**src/rtl/stopwatch_pkg.sv**
```systemverilog
// Shared types and constants for the lap stopwatch.
package stopwatch_pkg;
  typedef enum logic [2:0] {IDLE, RUN, PAUSE, PROG, EXPIRED} sw_state_e;

  localparam int unsigned STEP_SEC   = 1000;
  localparam int unsigned STEP_MIN   = 60000;
  localparam int unsigned MAX_MS_DEF = 359999999;
endpackage

```
**src/rtl/ms_tick_gen.sv**
```systemverilog
// Millisecond prescaler: counts while en, pulses tick on the last cycle of each period.
module ms_tick_gen #(
  parameter int TICK_DIV = 100000
) (
  input  logic clock,
  input  logic reset,
  input  logic en,
  input  logic clr,
  output logic tick
);
  localparam int W = (TICK_DIV > 1) ? $clog2(TICK_DIV) : 1;
  localparam logic [W-1:0] LAST = W'(TICK_DIV - 1);

  logic [W-1:0] cnt;

  // tick is kept independent of clr so the FSM next-state logic can use it without a loop
  assign tick = en && (cnt == LAST);

  always_ff @(posedge clock or posedge reset) begin
    if (reset)    cnt <= '0;
    else if (clr) cnt <= '0;
    else if (en)  cnt <= tick ? '0 : cnt + 1'b1;
  end
endmodule

```
**src/rtl/lap_stopwatch.sv**
```systemverilog
// Up/down ms stopwatch with programming mode and expiry pulse.
// Define STOPWATCH_LAP_EN to build the circular lap buffer; otherwise lap outputs tie to 0.
module lap_stopwatch
  import stopwatch_pkg::*;
#(
  parameter int          TICK_DIV  = 100000,
  parameter int          CNT_W     = 32,
  parameter int unsigned MAX_MS    = MAX_MS_DEF,
  parameter int          LAP_DEPTH = 4
) (
  input  logic                         clock,
  input  logic                         reset,
  input  logic                         startstop,
  input  logic                         lap,
  input  logic                         clear,
  input  logic                         inc,
  input  logic                         up,
  input  logic                         prog,
  input  logic                         min,
  input  logic [$clog2(LAP_DEPTH)-1:0] lap_idx,
  output logic [CNT_W-1:0]             t,
  output logic                         running,
  output logic                         zero,
  output logic [CNT_W-1:0]             lap_data,
  output logic [$clog2(LAP_DEPTH):0]   lap_count
);
  localparam logic [CNT_W-1:0] T_MAX = CNT_W'(MAX_MS);

  sw_state_e      state, state_n;
  logic           tick, run_st, expire, clr_pre;
  logic [CNT_W:0] prog_sum;

  assign run_st  = (state == RUN);
  // a down tick at 1 (or at 0 after a mid-run direction change) ends the run
  assign expire  = run_st && tick && !up && (t <= CNT_W'(1));
  assign clr_pre = clear || (state_n == IDLE);

  ms_tick_gen #(.TICK_DIV(TICK_DIV)) u_tick (
    .clock (clock),
    .reset (reset),
    .en    (run_st),
    .clr   (clr_pre),
    .tick  (tick)
  );

  always_ff @(posedge clock or posedge reset) begin
    if (reset) state <= IDLE;
    else       state <= state_n;
  end

  always_comb begin
    state_n = state;
    case (state)
      IDLE:    if (prog) state_n = PROG;
               else if (startstop && (up || t != '0)) state_n = RUN;
      RUN:     if (expire) state_n = EXPIRED;
               else if (startstop) state_n = PAUSE;
      PAUSE:   if (startstop) state_n = RUN;
      PROG:    if (!prog) state_n = IDLE;
      EXPIRED: if (startstop) state_n = IDLE;
      default: state_n = IDLE;
    endcase
    if (clear) state_n = IDLE;
  end

  always_comb begin
    running = 1'b0;
    if (state == RUN) running = 1'b1;
  end

  assign prog_sum = {1'b0, t} + (CNT_W+1)'(min ? STEP_MIN : STEP_SEC);

  always_ff @(posedge clock or posedge reset) begin
    if (reset) begin
      t    <= '0;
      zero <= 1'b0;
    end else begin
      zero <= 1'b0;
      if (clear) t <= '0;
      else if (run_st && tick) begin
        if (up) begin
          if (t < T_MAX) t <= t + 1'b1;
        end else if (t != '0) begin
          t    <= t - 1'b1;
          zero <= (t == CNT_W'(1));
        end
      end else if (state == PROG && inc) begin
        t <= (prog_sum > {1'b0, T_MAX}) ? T_MAX : prog_sum[CNT_W-1:0];
      end
    end
  end

`ifdef STOPWATCH_LAP_EN
  localparam int IW = $clog2(LAP_DEPTH);

  logic [LAP_DEPTH-1:0][CNT_W-1:0] laps;
  logic [IW-1:0]                   wptr, rd;

  always_ff @(posedge clock or posedge reset) begin
    if (reset) begin
      laps      <= '0;
      wptr      <= '0;
      lap_count <= '0;
    end else if (clear) begin
      laps      <= '0;
      wptr      <= '0;
      lap_count <= '0;
    end else if (run_st && lap) begin
      laps[wptr] <= t;
      wptr       <= wptr + 1'b1;
      if (lap_count != (IW+1)'(LAP_DEPTH)) lap_count <= lap_count + 1'b1;
    end
  end

  // index 0 is the most recent write; depth is a power of two so the pointer wraps itself
  assign rd       = wptr - 1'b1 - lap_idx;
  assign lap_data = ({1'b0, lap_idx} < lap_count) ? laps[rd] : '0;
`else
  logic unused_lap;
  assign unused_lap = ^{lap, lap_idx};
  assign lap_data   = '0;
  assign lap_count  = '0;
`endif
endmodule

```
**config.mk**
```make
export PLATFORM = sky130hd
export DESIGN_NAME = lap_stopwatch
export DESIGN_NICKNAME = d
export VERILOG_FILES = /design/src/rtl/stopwatch_pkg.sv /design/src/rtl/ms_tick_gen.sv /design/src/rtl/lap_stopwatch.sv
export SDC_FILE = /design/constraint.sdc
export NUM_CORES = 1
export LEC_CHECK = 0
export BUFFER_PORTS_ARGS = -buffer_cell sky130_fd_sc_hd__buf_2
export CAP_MARGIN = 10
export CORE_MARGIN = 5
export CORE_UTILIZATION = 55
export CTS_CLUSTER_DIAMETER = 150
export DETAILED_ROUTE_END_ITERATION = 10
export PLACE_DENSITY = 0.77
export SETUP_SLACK_MARGIN = 0.05
export SLEW_MARGIN = 20
export SYNTH_ARGS = -nofsm -noshare
export SYNTH_HDL_FRONTEND = slang
export SYNTH_SLANG_ARGS = --single-unit
```
**constraint.sdc**
```tcl
create_clock -name clock -period 5.07 [get_ports clock]
set_input_delay 1.014 -clock clock [delete_from_list [all_inputs] [get_ports clock]]
set_output_delay 1.014 -clock clock [all_outputs]
set_load 0.01 [all_outputs]
```
# Word level (Yosys, flattened, before mapping)
# Index checks and enable logic that the tools add are counted.
[op_classes]
addsub = 4
n_mul = 0
div = 0
order_cmp = 3
n_eq_ne = 8
shifts = 0
n_mux = 25
bitwise_logic = 0
reduce_logical = 15
[ops]
columns = ["op", "n"]
rows = [
  ["$mux 32", 7],
  ["$mux 17", 3],
  ["$add 32x16->33", 1],
  ["$gt 33x29->1 const B", 1],
  ["$add 32x1->32 const B", 1],
  ["$eq 32x1->1 const B", 1],
  ["$le 32x1->1 const B", 1],
  ["$lt 32x29->1 const B", 1],
  ["$reduce_bool 32->1", 1],
  ["$sub 32x1->32 const B", 1],
  ["$mux 3", 8],
  ["$add 17x1->17 const B", 1],
  ["$eq 17x17->1 const B", 1],
  ["$mux 16", 1],
  ["$pmux 3 s5", 1],
  ["$ne 4x3->1 const B", 2],
  ["$eq 3x2->1 const B", 2],
  ["$logic_and 1x1->1", 6],
  ["$logic_not 3->1", 2],
  ["$mux 1", 5],
  ["$eq 3x1->1 const B", 1],
  ["$eq 3x3->1 const B", 1],
  ["$reduce_and 3->1", 1],
  ["$reduce_bool 3->1", 1],
  ["other kinds (3)", 4],
]
[word_totals]
register_bits = 53
latchBits = 0
mem_bits_rw = 0
romBits = 0
in_bits = 11
out_inout_bits = 69
elab_cells = 59
mem_count = 0

# Depth between registers and ports, before layout
# Gate-level depths: netlist (run 1).
[logic_depth]
depth_word = 11
mapped_depth = 14
mapped_depth_nobuf = 13

# Modules after synthesis
# Synthesis (run 1) repeated with hierarchy kept, for this count alone.
[hier_totals]
hier_cells = 723
area_unflattened_um2 = 5413.9
[modules_own_cells]
columns = ["module", "n_inst", "cells_each", "area_per_inst_um2", "seq_area_each_um2"]
rows = [
  ["lap_stopwatch", 1, 621, 4461.8, 900.9],
  ["ms_tick_gen", 1, 102, 952.2, 425.4],
]

# Least setup slack after synthesis (run 1)
# OpenSTA, ideal clock, no wires.
[synth_path]
path_kind = "input to register"
from = "input min"
to = "register t[17]"
setup_ns = 0.124
arrival_ns = 3.972
required_ns = 4.946
setup_slack_ns = 0.974
cell_stages = 14
path_cell_list = "inv_1 ha_1 buf_2 o21ai_1 o311ai_4 a21oi_2 nor4_1 xnor2_1 o21ai_0 a221oi_1 o31a_1 buf_2 a21oi_1 a211o_1"
[synth_between]
elab_chain_cells = 7
[synth_lines]
columns = ["item", "line", "source"]
rows = [
  ["start: declaration", "lap_stopwatch.sv:19", "input logic min,"],
  ["$mux 16 *", "lap_stopwatch.sv:71", "assign prog_sum = {1'b0, t} + (CNT_W+1)'(min ? STEP_MIN : STEP_SEC);"],
  ["$add 32x16->33 *", "lap_stopwatch.sv:71", ""],
  ["$gt 33x29->1", "lap_stopwatch.sv:88", "t <= (prog_sum > {1'b0, T_MAX}) ? T_MAX : prog_sum[CNT_W-1:0];"],
  ["$mux 32 *", "lap_stopwatch.sv:88", ""],
  ["$mux 32 *", "lap_stopwatch.sv:87", "end else if (state == PROG && inc) begin"],
  ["$mux 32 *", "lap_stopwatch.sv:80", "else if (run_st && tick) begin"],
  ["$mux 32 *", "lap_stopwatch.sv:79", "if (clear) t <= '0;"],
  ["end signal: assignment", "lap_stopwatch.sv:82", "if (t < T_MAX) t <= t + 1'b1;"],
  ["end signal: assignment", "lap_stopwatch.sv:84", "t <= t - 1'b1;"],
  ["end signal: assignment", "lap_stopwatch.sv:88", ""],
  ["end: declaration", "lap_stopwatch.sv:21", "output logic [CNT_W-1:0] t,"],
]
# Mark *: on every way between the ends. The rest lies on a longest branch, timed or not. The select of a mux whose other input is x is not followed.
# A chain may end at the register's enable or synchronous reset.

# Worst setup path after layout (run 1)
[layout_path]
from = "input min"
to = "register t[28]"
# The elaborated chain is that of the path after synthesis.

==> results of run 1 <==
-- layer usage --
layer / global-route usage [%] / wire length [um] / vias up / share of wire, %
li1: - / - / 2548 / -
met1: 34.97 / 6428 / 2611 / 41
met2: 44.09 / 7481 / 303 / 48
met3: 3.719 / 1357 / 49 / 8.6
met4: 10.46 / 473 / 0 / 3.0
met5: 0 / 0 / - / 0
-- area by class of cell --
type | count | area share, %
clock buffers | 5 | 1.249
repair buffers | 58 | 6.041
flip-flops and latches | 53 | 24.07
inverters | 18 | 1.226
well taps | 129 | 2.930
clock inverters | 3 | 0.4542
multi-input cells | 585 | 64.02
-- final timing paths --
check / to / startpoint / slack, ns / cells after the start
setup / recovery: t[28]$_DFFE_PP0P_ / min / 0.42 / 15
hold / removal: u_tick.cnt[16]$_DFFE_PP0P_ / u_tick.cnt[16]$_DFFE_PP0P_ / 0.54 / 2
setup reg to reg: t[28]$_DFFE_PP0P_ / t[11]$_DFFE_PP0P_ / 0.80 / 13
hold reg to reg: u_tick.cnt[16]$_DFFE_PP0P_ / u_tick.cnt[16]$_DFFE_PP0P_ / 0.54 / 2
max in group asynchronous: t[9]$_DFFE_PP0P_ / reset / 3.73 / 3
min in group asynchronous: t[22]$_DFFE_PP0P_ / reset / 0.86 / 3
-- state kept, by name, indices dropped and copies added (netlist names) --
register and count:
state 3, zero 1, u_tick.cnt 17, t 32
-- worst max-delay path, cell delays in order --
cell      delay, ns
buf_2          0.15
inv_1          0.10
ha_1           0.43
o21ai_1        0.16
o311ai_4       0.46
a21oi_2        0.25
nor4_1         0.55
xnor2_1        0.20
o21ai_0        0.10
a221oi_1       0.54
o31a_1         0.26
buf_4          0.20
nor2_1         0.07
buf_4          0.16
a211oi_1       0.23
-- power by group through the flow --
stage	Sequential [mW]	Combinational (mW)	Clock [mW]
after global placement	0.678	0.831	0
after CTS	0.676	0.857	0.267
after floorplan	0.594	0.697	0
after global routing	0.702	0.955	0.283
final	0.685	0.872	0.267
after detailed placement	0.684	0.852	0
-- logic make-up (layout without fill, tap and decap cells) --
kind of cell	count (synthesis)	count (layout)	synth area share, %
muxes	3	3	0.5985
other	1	35	0.07175
buffers and inverters	99	84	9.935
xor gates and xnor gates	42	42	7.038
DFF	53	53	25.38
AOI/OAI and AO/OA	196	196	25.71
and+or+nand+nor	297	297	28.39
adders and majority gates	12	12	2.873
-- timing repair --
| item | 4_1_cts | 5_1_grt |
|---|---|---|
| setup endpoints to repair | 0 | 1 |
| setup buffers | 0 | 0 |
| gates resized for setup | 0 | 1 |
-- cells in the final DEF (no fill, tap or decap), types with 4 or more instances in the layout --
cell type  Yosys  final
nor2_1        82     81
nand2_1       69     69
dfrtp_1       53     53
a21oi_1       43     43
buf_2          7     41
o21ai_0       40     40
conb_1         1     35
nand3_1       29     29
nor3_1        27     27
xor2_1        26     26
inv_1         18     17
a31oi_1       17     17
buf_4         35     17
xnor2_1       16     16
nand4_1       15     15
nor4_1        12     12
ha_1          12     12
and3_1        11     11
o22ai_1        9      9
o31ai_1        8      8
nor3b_1        7      7
o211ai_1       6      6
a22o_1         6      6
and2_1         5      5
a211oi_1       6      5
or4_1          5      5
a221o_1        5      5
clkbuf_8       0      5
or3_1          4      4
nor4b_1        4      4
nor2b_1        4      4
a21o_1         4      4
a22oi_1        4      4
==> flow_summary.ini, run 1 <==
[floorplanning]
chipHeight_um = 107.5
dieArea_um2 = 11550
rows = 35
die-width_um = 107.5
coreArea_um2 = 9240
ioPinCount = 80
start_util_pct = 56.56

[clock_tree]
cts_made_buffers = 5
cts_max_level = 2
cts-root-buf = clkbuf_8
cts_tree = built
clk_pin_slew_ns = 0.12
cts_buffer_depth = 2
cts.sinks = 53
insertion_delay_ns = 0.32
hold_buffers = 0

[grt]
grt_antenna_before_repair = 0
grt_max_degree = 54
grt_pass1_vias = 5151
grt_pass1_wl_um = 25170
grt_overflow_total = 0
grt_use_total_pct = 26.62

[timing]
whs_ns = 0.5433
maxSlewHeadroom_pct = 47.81
finalSetupViolations = 0
worst-slew-pin-transition_ns = 0.7758
finalCriticalPeriod_ns = 4.654
fmax_mhz = 214.9
hold_viol_final = 0
finalSetupTns_ns = 0
rsz0062_at_grt = false
skew_ns = 0.01122
setup_ws_ns = 0.4160
finalMaxSlewViolations = 0
period_share_pct = 91.80

[pwr]
pwr-share-seq_pct = 37.5
irDropWorstVdd_v = 0.0002743
comb_power_share_pct = 47.8
p_int_mw = 0.9333
powerDensity_nw_per_um2 = 331.0
power.share.clock_pct = 14.7
p_sw_mw = 0.8904
finalPower_mw = 1.824
power.leakage_nw = 2.306
switching_share_pct = 48.82

[synthesis]
ys_types = 78
ys.flop_type = dfrtp_1
synth-edff-count = 0
yosys_warnings = 0
yosys.cell_count.top_type = nor2_1
synth_common_cells = 82 x nor2_1, 69 x nand2_1, 53 x dfrtp_1
synth_area_um2 = 5226
synth_cells = 703
ys_seq_area_share_pct = 25.38
ys_async_sr_fraction_pct = 100.0
synthTopCellsByArea = dfrtp_1 25%, nor2_1 5.9%, buf_4 5.0%
synth_top_cell_by_area = dfrtp_1
avgSynthCellArea_um2 = 7.434
synth_top_area_share_pct = 25.38
synth_seq_cells = 53

[setup_path]
cp.required_ns = 5.30
critPathArrivalTime_ns = 4.89
cp_max_fo = 13
crit_type = primary input to flop
end_kind = flop
start_kind = primary input

[placed_design]
port_buffers = 41
dpl.hpwl_um = 11440
place_inst = 843
place_area_um2 = 5410
gp_congestion = 0.9793
pre_cts_slack_ns = 0.1684

[final_layout]
multi_input_area_um2 = 3527
fillers = 878
final_util_pct = 59.62
fin_nets = 744
fin_cells = 851
drive_gt1_share_pct = 12.33
syn2layout_area_growth_pct = 5.411
diodes = 0
fin_area_um2 = 5509
register_area_um2 = 1326

[route]
drtIter0Drc = 417
drc_errors = 0
ant_nets = 0
via_count = 5511
drtPass1Iterations = 7
vias_per_cell = 6.476
drt-total-wl_um = 15740
wl_per_cell_um = 18.50

[worst_hold_path]
hold_class = flop to flop

[run]
drv_cap = 0

[outcome]
status = completed
Power figures use the tool's default switching activity.
==> inputs of run 2 (changes only) <==
- CORE_MARGIN: 5 -> 4
- clock period: 5.07 -> 5.1 ns (I/O delays scaled with it)
==> run 2 against run 1 <==
Net effect: worst hold slack better by 0.012 ns; sequential cell count stayed put; critical path type unchanged; final cell count is 0.24% lower; routed wire length is 2.0% lower; power is 1.2% lower; clock skew is 0.0032 ns higher; combinational power is 2% lower; clock-buffer cell count stayed put; setup slack better by 0.036 ns; sequential power is 1% lower; die area is 3.7% lower.
==> flow_summary.ini, run 2 (synthesis gave the netlist of run 1 again) <==
[setup_path]
cp.required_ns = 5.29
start_kind = primary input
crit_type = primary input to flop
critPathArrivalTime_ns = 4.84
worst_r2r_path_depth = 15
end_kind = flop
cp_max_fo = 13
r2r_slack_ns = 0.79
regToRegEndpoint = t[28]$_DFFE_PP0P_
r2r-start = t[3]$_DFFE_PP0P_

[pwr]
powerDensity_nw_per_um2 = 328.2
irDropWorstVdd_v = 0.0002669
power.leakage_nw = 2.296

[grt]
grt_overflow_total = 0
grt_pass1_wl_um = 25100
grt_max_degree = 54
grt_antenna_before_repair = 0
grt_use_total_pct = 27.18
grt_pass1_vias = 5021

[timing]
finalMaxSlewViolations = 0
finalCriticalPeriod_ns = 4.648
rsz0062_at_grt = false
worst-slew-pin-transition_ns = 0.7263
maxSlewHeadroom_pct = 51.40
period_share_pct = 91.14
fmax_mhz = 215.1
finalSetupViolations = 0
hold_viol_final = 0
skew_ns = 0.01444
finalSetupTns_ns = 0

[final_layout]
multi_input_area_um2 = 3522
reg_top3 = t x32, u_tick.cnt x17, state x3
drive_gt1_share_pct = 11.94
final_util_pct = 59.40
fillers = 872
register_area_um2 = 1326
layout_common_cells = 81 x nor2_1, 69 x nand2_1, 53 x dfrtp_1
diodes = 0
fin_nets = 742
final_common_cell = nor2_1
largest-register = t
syn2layout_area_growth_pct = 5.027
largest_register_ffs = 32

[floorplanning]
die-width_um = 105.5
chipHeight_um = 105.5
ioPinCount = 80
rows = 35
coreArea_um2 = 9240
dieArea_um2 = 11130
start_util_pct = 56.56

[clock_tree]
cts_made_buffers = 5
cts_max_level = 2
cts-root-buf = clkbuf_8
cts_buffer_depth = 2
cts_resized = 0
cts.sinks = 53
cts_tree = built
hold_buffers = 0
postCtsSetupBuffers = 0
insertion_delay_ns = 0.32
clk_pin_slew_ns = 0.11

[route]
drt-total-wl_um = 15420
via_count = 5401
drtPass1Iterations = 6
wl_per_cell_um = 18.17
drc_errors = 0
ant_nets = 0
drtIter0Drc = 441
vias_per_cell = 6.362

[placed_design]
port_buffers = 41
dpl.hpwl_um = 11250
gp_congestion = 1.043

[run]
drv_cap = 0

[worst_hold_path]
min_from = u_tick.cnt[3]$_DFFE_PP0P_
hold_end = u_tick.cnt[3]$_DFFE_PP0P_
min_path_cells = 2
hold_class = flop to flop

[outcome]
status = completed
run 2: cell count changes in the layout (fill, tap and decap cells not counted):
cell | before | now
a211oi_1 | 5 | 6
buf_4 | 17 | 15
a211oi_2 | 1 | 0
run 2: final cells by class:
cell class                 count  area share [%]
inverter                      18           1.231
clock inverter                 3          0.4559
clock buffer                   5           1.254
sequential                    53           24.16
multi-input combinational    585           64.17
timing repair buffer          56           5.790
tap                          129           2.941
run 2: routing by layer:
layer | vias up | share of wire (%) | global-route usage [%]
met5 | - | 0 | 0
met4 | 0 | 2.5 | 9.278
met3 | 33 | 8.4 | 3.307
met2 | 288 | 48 | 45.26
met1 | 2544 | 41 | 36.43
li1 | 2536 | - | -
run 2: worst max-delay path by stage:
stage	startpoint	slack, ns	cells past startpoint	end
after global routing	min	0.20	14	t[28]$_DFFE_PP0P_
after global placement	min	0.30	14	t[15]$_DFFE_PP0P_
after CTS	min	0.56	17	t[28]$_DFFE_PP0P_
after floorplan	min	1.0	14	t[17]$_DFFE_PP0P_
after detailed placement	min	0.22	17	t[28]$_DFFE_PP0P_
final	min	0.45	17	t[28]$_DFFE_PP0P_
run 2: report_power, final:
| part | total (mW) | switching [mW] | leakage (nW) | internal [mW] |
|---|---|---|---|---|
| Sequential | 0.678 | 0.199 | 0.711 | 0.479 |
| Clock | 0.267 | 0.166 | 0.0452 | 0.101 |
| Combinational | 0.857 | 0.512 | 1.54 | 0.345 |
run 2: worst max-delay path, cell delays in order:
cell and delay [ns]:
buf_2 0.14, inv_1 0.13, ha_1 0.27, ha_1 0.21
o311ai_1 0.09, buf_4 0.17, a211oi_1 0.56, o31ai_1 0.16
buf_4 0.20, or3b_2 0.44, a21oi_1 0.19, and4b_1 0.30
nand4_1 0.11, o31a_1 0.15, buf_4 0.19, nor2_1 0.36
a211oi_1 0.15
run 2: metrics by stage:
stage                     std cells  cell area (um2)  hold slack (ns)  worst slack, ns  total power [mW]
after floorplan                 737             5354           0.4961           0.9977             1.283
after global placement          841             5395           0.5153           0.3044             1.489
after detailed placement        841             5395           0.5370           0.2159             1.516
after CTS                       849             5489           0.5624           0.5617             1.786
after global routing            849             5489           0.5973           0.2047             1.926
final                           849             5489           0.5549           0.4518             1.802
==> inputs of run 3 (changes only) <==
- CELL_PAD_IN_SITES_DETAIL_PLACEMENT: unset -> 2
- CELL_PAD_IN_SITES_GLOBAL_PLACEMENT: unset -> 2
- CORE_ASPECT_RATIO: unset -> 0.9
- CORE_UTILIZATION: 55 -> 33
- PLACE_DENSITY: 0.77 -> 0.8
==> run 3 against run 2 <==
Net effect: sequential share of layout area is 1.1 points lower; non-clock buffer count is 11 higher; worst hold slack better by 0.017 ns; combinational power is 9.8% higher; critical path depth is 3 lower; global-route usage is 3.4 points lower; first-iteration DRC count is 5.7% lower; register-to-register slack worse by 0.02 ns; critical endpoint is now t[9]$_DFFE_PP0P_; cell area is 4.9% higher; highest routed layer unchanged; sequential power is 2% higher; clock-buffer cell count is 1 higher.
==> flow_summary.ini, run 3 (synthesis gave the netlist of run 1 again) <==
[outcome]
status = completed

[clock_tree]
postCtsSetupBuffers = 0
cts_made_buffers = 5
clk_pin_slew_ns = 0.08
cts_tree = built
insertion_delay_ns = 0.32
cts.sinks = 53
cts-root-buf = clkbuf_16
hold_buffers = 0
cts_max_level = 2
cts_resized = 0
cts_buffer_depth = 2

[timing]
finalCriticalPeriod_ns = 4.698
rsz0062_at_grt = false
fmax_mhz = 212.9
worst-slew-pin-transition_ns = 0.7859
finalMaxSlewViolations = 0
hold_viol_final = 0
skew_ns = 0.01193
maxSlewHeadroom_pct = 47.61
period_share_pct = 92.12
whs_ns = 0.5718
finalSetupViolations = 0
finalSetupTns_ns = 0

[pwr]
p_sw_mw = 0.9852
comb_power_share_pct = 45.4
pwr-share-seq_pct = 33.4
powerDensity_nw_per_um2 = 360.3
finalPower_mw = 2.075
power.share.clock_pct = 21.2
switching_share_pct = 47.48
irDropWorstVdd_v = 0.0001720
p_int_mw = 1.090
power.leakage_nw = 2.394

[final_layout]
final_util_pct = 37.16
reg_top3 = t x32, u_tick.cnt x17, state x3
syn2layout_area_growth_pct = 10.17
largest-register = t
fin_cells = 933
multi_input_area_um2 = 3522
final_common_cell = nor2_1
fillers = 1865
layout_common_cells = 81 x nor2_1, 69 x nand2_1, 53 x dfrtp_1
largest_register_ffs = 32
register_area_um2 = 1326
drive_gt1_share_pct = 13.27
fin_nets = 753
diodes = 0

[route]
wl_per_cell_um = 23.23
via_count = 5657
drt-total-wl_um = 21670
drtPass1Iterations = 5
ant_nets = 0
vias_per_cell = 6.063
drc_errors = 0
drtIter0Drc = 416

[grt]
grtUsageMet1_pct = 31.19
grt_use_total_pct = 23.77
grt.busiest_layer = met2
grt_overflow_total = 0
grt_pass1_vias = 6016
grt_pass1_wl_um = 34190
grt_use_met3_pct = 2.545
grtUsageMet2_pct = 41.55
grt_max_degree = 54
grt_antenna_before_repair = 0

[placed_design]
dpl.hpwl_um = 15980
port_buffers = 41
gp_congestion = 0.8724
place_inst = 925

[floorplanning]
chipHeight_um = 127.4
die-width_um = 140.7
rows = 43
coreArea_um2 = 15490
dieArea_um2 = 17920
ioPinCount = 80
start_util_pct = 33.73

[setup_path]
cp_cell_sequence = buf_2 > inv_1 > ha_1 > o21ai_1 > o311ai_4 > a21oi_2 > buf_4 > nor4_1 > xor2_1 > o21ai_0 > a221oi_1 > o31a_1 > nor2_1 > a221o_1
cp_max_fo = 10
start_kind = primary input
max_stage_delay_ns = 0.48
crit_path_top_delay_cell = o311ai_4
crit_type = primary input to flop
cp.required_ns = 5.30
end_kind = flop
critPathArrivalTime_ns = 4.90

[run]
drv_cap = 0

[worst_hold_path]
hold_class = flop to flop
==> run 3: cell count changes in the layout (fill, tap and decap cells not counted), sizes merged <==
cell    previous run  this run
inv               20        18
bufinv             0         1
buf               56        67
clkbuf             5         6
==> run 3: power by group through the flow <==
stage	Clock (mW)	Combinational (mW)	Sequential, mW
2_1_floorplan	0	0.693	0.590
3_3_place_gp	0	0.875	0.684
3_5_place_dp	0	0.925	0.693
4_1_cts	0.445	0.936	0.686
5_1_grt	0.462	1.03	0.709
6_report	0.441	0.941	0.693
==> run 3: path summary, 6_finish.rpt <==
check / start / end / slack (ns) / cells past startpoint
max: min / t[9]$_DFFE_PP0P_ / 0.40 / 14
min: u_tick.cnt[16]$_DFFE_PP0P_ / u_tick.cnt[16]$_DFFE_PP0P_ / 0.57 / 2
max reg2reg: t[3]$_DFFE_PP0P_ / t[9]$_DFFE_PP0P_ / 0.77 / 14
min reg2reg: u_tick.cnt[16]$_DFFE_PP0P_ / u_tick.cnt[16]$_DFFE_PP0P_ / 0.57 / 2
max in group asynchronous: reset / t[3]$_DFFE_PP0P_ / 3.65 / 3
min in group asynchronous: reset / t[30]$_DFFE_PP0P_ / 0.91 / 3
==> run 3: cell type report <==
cell class | count | area share [%]
clock buffer | 6 | 2.412
clock inverter | 2 | 0.6519
inverter | 18 | 1.173
multi-input combinational | 585 | 61.17
sequential | 53 | 23.03
tap | 202 | 4.389
timing repair buffer | 67 | 7.171
==> run 3: worst max-delay path, delay by kind of cell <==
kind | cells | cell delay, ns
AO/OA/AOI/OAI | 7 | 2.14
buffers and inverters | 3 | 0.43
XOR/XNOR | 1 | 0.33
adder cells (fa/ha/maj) | 1 | 0.43
AND/OR/NAND/NOR | 2 | 0.54
==> run 3: metal layers <==
layer	share of wire, %	wire, um	up-vias
met5	0	0	-
met4	2.1	461	0
met3	4.2	906	29
met2	49	10580	154
met1	45	9717	2910
li1	-	-	2564
==> run 3: metrics by stage <==
step | setup WS [ns] | instance area, um2
finish | 0.4019 | 5758
global route | 0.09387 | 5758
CTS | 0.4119 | 5758
detailed placement | 0.09980 | 5582
global placement | 0.2525 | 5582
floorplan | 0.9977 | 5354
